===== src/rtl/dm_arbiter.sv =====
// -----------------------------------------------------------------------------
// dm_arbiter
//
// Shares one single-ported data memory between two requesters (m0: SISC
// load/store path, m1: test/loader port). Each requester issues a clocked
// req/ack transaction; the arbiter grants one transaction at a time with
// round-robin priority and sequences it into the memory's timing:
//   - reads are combinational on dm_read_addr, captured one cycle after grant
//   - writes commit on the falling edge of dm_we (high for exactly one cycle)
//
// Ports:
//   clk, rst            system clock (posedge), async active-high reset
//   mX_req/we/addr/wdata requester X transaction inputs (held until ack)
//   mX_ack              requester X one-cycle completion strobe
//   mX_rdata            requester X read data, valid while mX_ack=1 and held
//                       until that requester's next read completes
//   dm_read_addr        memory read address
//   dm_write_addr/data  memory write address/data (not reset)
//   dm_we               memory write enable, commit on falling edge
//   dm_read_data        memory read data
// -----------------------------------------------------------------------------
module dm_arbiter #(
    parameter int AW = 16,
    parameter int DW = 32
) (
    input  logic          clk,
    input  logic          rst,

    input  logic          m0_req_i,
    input  logic          m0_we_i,
    input  logic [AW-1:0] m0_addr_i,
    input  logic [DW-1:0] m0_wdata_i,
    output logic          m0_ack_o,
    output logic [DW-1:0] m0_rdata_o,

    input  logic          m1_req_i,
    input  logic          m1_we_i,
    input  logic [AW-1:0] m1_addr_i,
    input  logic [DW-1:0] m1_wdata_i,
    output logic          m1_ack_o,
    output logic [DW-1:0] m1_rdata_o,

    output logic [AW-1:0] dm_read_addr_o,
    output logic [AW-1:0] dm_write_addr_o,
    output logic [DW-1:0] dm_write_data_o,
    output logic          dm_we_o,
    input  logic [DW-1:0] dm_read_data_i
);

    typedef enum logic [2:0] {
        S_IDLE  = 3'd0,
        S_RD    = 3'd1,
        S_WR_HI = 3'd2,
        S_WR_LO = 3'd3,
        S_ACK   = 3'd4
    } state_t;

    state_t        state_q, state_d;
    logic          prio_q, prio_d;       // 0: m0 wins a tie, 1: m1 wins a tie
    logic          winner_q, winner_d;   // id of the requester in flight
    logic [AW-1:0] rd_addr_q, rd_addr_d;
    logic [AW-1:0] wr_addr_q, wr_addr_d;
    logic [DW-1:0] wr_data_q, wr_data_d;
    logic          dm_we_q, dm_we_d;
    logic          m0_ack_q, m0_ack_d;
    logic          m1_ack_q, m1_ack_d;
    logic [DW-1:0] m0_rdata_q, m0_rdata_d;
    logic [DW-1:0] m1_rdata_q, m1_rdata_d;
    logic          gnt1;
    logic          gnt_we;

    always_comb begin
        state_d    = state_q;
        prio_d     = prio_q;
        winner_d   = winner_q;
        rd_addr_d  = rd_addr_q;
        wr_addr_d  = wr_addr_q;
        wr_data_d  = wr_data_q;
        dm_we_d    = 1'b0;
        m0_ack_d   = 1'b0;
        m1_ack_d   = 1'b0;
        m0_rdata_d = m0_rdata_q;
        m1_rdata_d = m1_rdata_q;

        // m1 wins if it is the only requester, or on a tie when it holds prio.
        gnt1   = m1_req_i && (!m0_req_i || prio_q);
        gnt_we = gnt1 ? m1_we_i : m0_we_i;

        case (state_q)
            S_IDLE: begin
                if (m0_req_i || m1_req_i) begin
                    winner_d  = gnt1;
                    prio_d    = !gnt1;
                    rd_addr_d = gnt1 ? m1_addr_i : m0_addr_i;
                    wr_addr_d = gnt1 ? m1_addr_i : m0_addr_i;
                    wr_data_d = gnt1 ? m1_wdata_i : m0_wdata_i;
                    if (gnt_we) begin
                        // dm_we is registered, so raise it on the grant edge
                        // to have it high throughout WR_HI.
                        state_d = S_WR_HI;
                        dm_we_d = 1'b1;
                    end else begin
                        state_d = S_RD;
                    end
                end
            end
            S_RD: begin
                // Read data is captured and ack raised on the edge leaving RD,
                // so both are visible together during ACK.
                if (winner_q) begin
                    m1_rdata_d = dm_read_data_i;
                    m1_ack_d   = 1'b1;
                end else begin
                    m0_rdata_d = dm_read_data_i;
                    m0_ack_d   = 1'b1;
                end
                state_d = S_ACK;
            end
            S_WR_HI: begin
                // dm_we defaults low here; its fall at this edge commits the write.
                state_d = S_WR_LO;
            end
            S_WR_LO: begin
                if (winner_q) begin
                    m1_ack_d = 1'b1;
                end else begin
                    m0_ack_d = 1'b1;
                end
                state_d = S_ACK;
            end
            S_ACK: begin
                state_d = S_IDLE;
            end
            default: begin
                state_d = S_IDLE;
            end
        endcase
    end

    always_ff @(posedge clk or posedge rst) begin
        if (rst) begin
            state_q    <= S_IDLE;
            prio_q     <= 1'b0;
            winner_q   <= 1'b0;
            rd_addr_q  <= '0;
            dm_we_q    <= 1'b0;
            m0_ack_q   <= 1'b0;
            m1_ack_q   <= 1'b0;
            m0_rdata_q <= '0;
            m1_rdata_q <= '0;
        end else begin
            state_q    <= state_d;
            prio_q     <= prio_d;
            winner_q   <= winner_d;
            rd_addr_q  <= rd_addr_d;
            dm_we_q    <= dm_we_d;
            m0_ack_q   <= m0_ack_d;
            m1_ack_q   <= m1_ack_d;
            m0_rdata_q <= m0_rdata_d;
            m1_rdata_q <= m1_rdata_d;
        end
    end

    // Write address/data are deliberately outside the reset: if reset lands
    // in WR_HI, dm_we falls asynchronously while these still hold the
    // in-flight values, so the memory commits a coherent write.
    always_ff @(posedge clk) begin
        wr_addr_q <= wr_addr_d;
        wr_data_q <= wr_data_d;
    end

    assign m0_ack_o        = m0_ack_q;
    assign m1_ack_o        = m1_ack_q;
    assign m0_rdata_o      = m0_rdata_q;
    assign m1_rdata_o      = m1_rdata_q;
    assign dm_read_addr_o  = rd_addr_q;
    assign dm_write_addr_o = wr_addr_q;
    assign dm_write_data_o = wr_data_q;
    assign dm_we_o         = dm_we_q;

endmodule


===== config.mk =====
export PLATFORM = sky130hd
export DESIGN_NAME = dm_arbiter
export DESIGN_NICKNAME = d
export VERILOG_FILES = /design/src/rtl/dm_arbiter.sv
export SDC_FILE = /design/constraint.sdc
export NUM_CORES = 1
export LEC_CHECK = 0
export ABC_CLOCK_PERIOD_IN_PS = 8100
export BUFFER_PORTS_ARGS = -buffer_cell sky130_fd_sc_hd__buf_2
export CAP_MARGIN = 25
export CORE_MARGIN = 2
export CORE_UTILIZATION = 50
export CTS_BUF_LIST = sky130_fd_sc_hd__clkbuf_8
export CTS_CLUSTER_SIZE = 25
export DETAILED_ROUTE_END_ITERATION = 7
export PLACE_DENSITY_LB_ADDON = 0.15
export SETUP_SLACK_MARGIN = 0.2
export SYNTH_ARGS = -nofsm -noshare
export SYNTH_HDL_FRONTEND = slang
export SYNTH_SLANG_ARGS = --single-unit

===== constraint.sdc =====
create_clock -name clk -period 8.1 [get_ports clk]
set_clock_uncertainty 0.2 [all_clocks]
set_input_delay 0.81 -clock clk [delete_from_list [all_inputs] [get_ports clk]]
set_output_delay 0.81 -clock clk [all_outputs]
set_load 0.01 [all_outputs]

==> flow_summary.toml <==
[sta]
worst_pin_slew_ns = 0.619
rsz0062_at_grt = "no"
finalSetupViolCount = 0
max_freq_mhz = 306
finalSetupTns_ns = 0
period_minus_slack_ns = 3.27
relSlewSlack_pct = 58.8
min_period_over_period_pct = 40.3
setup_ws_ns = 4.83
hold_violations = 0
drv_slew = 0

[critical_path]
crit_path_top_delay_cell = "and2_2"
critPathLaunchType = "primary input"
path_class = "primary input to register"
end_kind = "register"
worstPathCellList = "buf_2 -> o21ba_1 -> and2_2 -> buf_4 -> mux2_1"
critPathTopFamily = "buffers and inverters"
cpPeakStageDelay_ns = 0.66
required_ns = 8.19
cp.arrival_ns = 3.36
critPathMaxFanout = 38
r2r_cells = 4
r2r_start = "state_q[1]"
rr_endpoint = "prio_q"
r2r_slack_ns = 5.03
crit_buf_inv = 2

[floorplan]
initial_utilization_pct = 50.8
io_pins = 265
rows = 38
die_h_um = 108
die_area_sq_um = 11800
core_area_sq_um = 10700
die_x_um = 108

[global_routing]
gr-total-overflow = 0
grt_usage_pct = 22.1
antenna_found_initial = 0
grt_pass1_wl_um = 19900
grt_pass1_vias = 4015
grt_max_degree = 59

[yosys]
synth_cell_type_count = 25
ys_ff_latch = 136
yosys_warnings = 0
synthTopCellsByArea = "dfrtp_1 (40%), edfxtp_1 (26%), mux2_2 (19%)"
synth_top_area_share_pct = 40.4
yosys.area.top_type = "dfrtp_1"
synth-main-ff-cell = "dfrtp_1"
syn_area_per_cell_sq_um = 15.2
async_flop_share_pct = 64.7
synth_seq_area_share_pct = 66.8
syn_area_sq_um = 5460
synth_nets = 493
synth_edf_count = 48
synth_cells = 359

[power_and_ir_drop]
vdd_drop_max_mv = 0.174
power_w = 0.00288
leakage_nw = 3.44
p_per_area_nw_per_um2 = 389

[clock_network]
cts_resized = 0
cts.path.max_buffers = 2
cts_sinks = 136
clk_latency_ns = 0.41
cts_buffers = 17
post-cts-setup-buffers = 0
root_buffer = "clkbuf_8"
cts_tree = "done"
holdBufCountCts = 0
cts-htree-levels = 4
clkTransAtPathRegs_ns = 0.07

[placement]
place_area_sq_um = 6920
dp_hpwl_um = 9250
portBuffers = 264
dp_slack_ns = 4.44
place_congestion = 0.909

[routing]
wl_per_cell_um = 16.4
vias_per_cell = 5.08
drtAntennaViolNets = 0
drtIter0Drc = 182
totalWireLength_um = 12800
vias = 3971
drc_errors = 0
dr.pass1.iters = 4

[flow_run]
maxCapViolCount = 0

[outcome]
status = "completed"

[final_layout]
drive_above_1_share_pct = 61.8
layout_common_cells = "buf_2 (264), mux2_2 (91), dfrtp_1 (88), edfxtp_1 (48), clkbuf_8 (18)"
finalInstanceArea_sq_um = 7400
layout.nets = 762
areaGrowthSynthToFinish_pct = 35.6
layout_commonest_cell = "buf_2"
n_antenna_cell = 0

[worst_hold_path]
hp-class = "primary input to async pin"
## where the power goes
part           total [W]  leakage, nW  internal [W]  switching, W
Combinational    0.00103         1.71      0.000481      0.000552
Sequential       0.00119         1.50       0.00106      0.000131
Clock           0.000655        0.233      0.000403      0.000252
Total            0.00288         3.44       0.00194      0.000934
## through the flow
step	cells	utilization [%]	hold slack, ns
final	781	68.9	0.282
after detailed placement	748	64.4	0.271
after floorplan	359	-	0.247
after CTS	780	68.8	0.272
after global placement	747	64.1	0.261
after global routing	781	68.9	0.304
## worst max-delay path by stage
stage / to / startpoint / cells past startpoint / slack, ns
3_3_place_gp: prio_q / m1_req_i / 5 / 4.54
5_1_grt: prio_q / m1_req_i / 5 / 4.69
2_1_floorplan: dm_read_addr_o[0] / rst / 1 / 4.81
6_report: prio_q / m1_req_i / 5 / 4.83
4_1_cts: prio_q / state_q[2] / 4 / 4.88
3_5_place_dp: prio_q / m1_req_i / 5 / 4.44
## registers in the layout (all words and copies together) (netlist names)
register,count
m0_ack_o,1
m1_rdata_o,32
dm_write_addr_o,16
m1_ack_o,1
dm_write_data_o,32
winner_q,1
dm_we_o,1
m0_rdata_o,32
prio_q,1
state_q,3
dm_read_addr_o,16
## Yosys cell counts, types with 2 or more instances
cell type and number:
nor3_2 2, mux2_2 91, buf_6 4, clkbuf_1 6
o21ai_0 17, a21boi_0 2, buf_1 2, edfxtp_1 48
inv_1 4, nand3b_1 17, nand2_1 17, nand2b_1 2
nor2_1 3, a21oi_1 16, buf_2 10, dfrtp_1 88
a31oi_1 17, mux2_1 6
## worst min-delay path, delay by kind of cell
family | cells | cell delay, ns
buffers and inverters | 3 | 0.50
## layout make-up
cell class,count,area (sq um)
fillers,851,3350
clock inverters,14,228
multi-input cells,197,1690
clock buffers,18,248
repair buffers,272,1400
flip-flops and latches,136,3640
well taps,140,175
inverters,4,16.3
## routing by layer
layer	vias up	part of all wire, %	global-route usage [%]
li1	1865	-	-
met1	1927	38	25.9
met2	162	52	37.6
met3	17	8.3	7.17
met4	0	1.6	8.61
met5	-	0	0
## logic make-up after synthesis
group / share of synthesized area [%]
AOI/OAI and AO/OA: 5.92
buffers and inverters: 2.57
DFF: 66.8
muxes: 20.2
and+or+nand+nor: 4.54
Power figures use the tool's default switching activity.
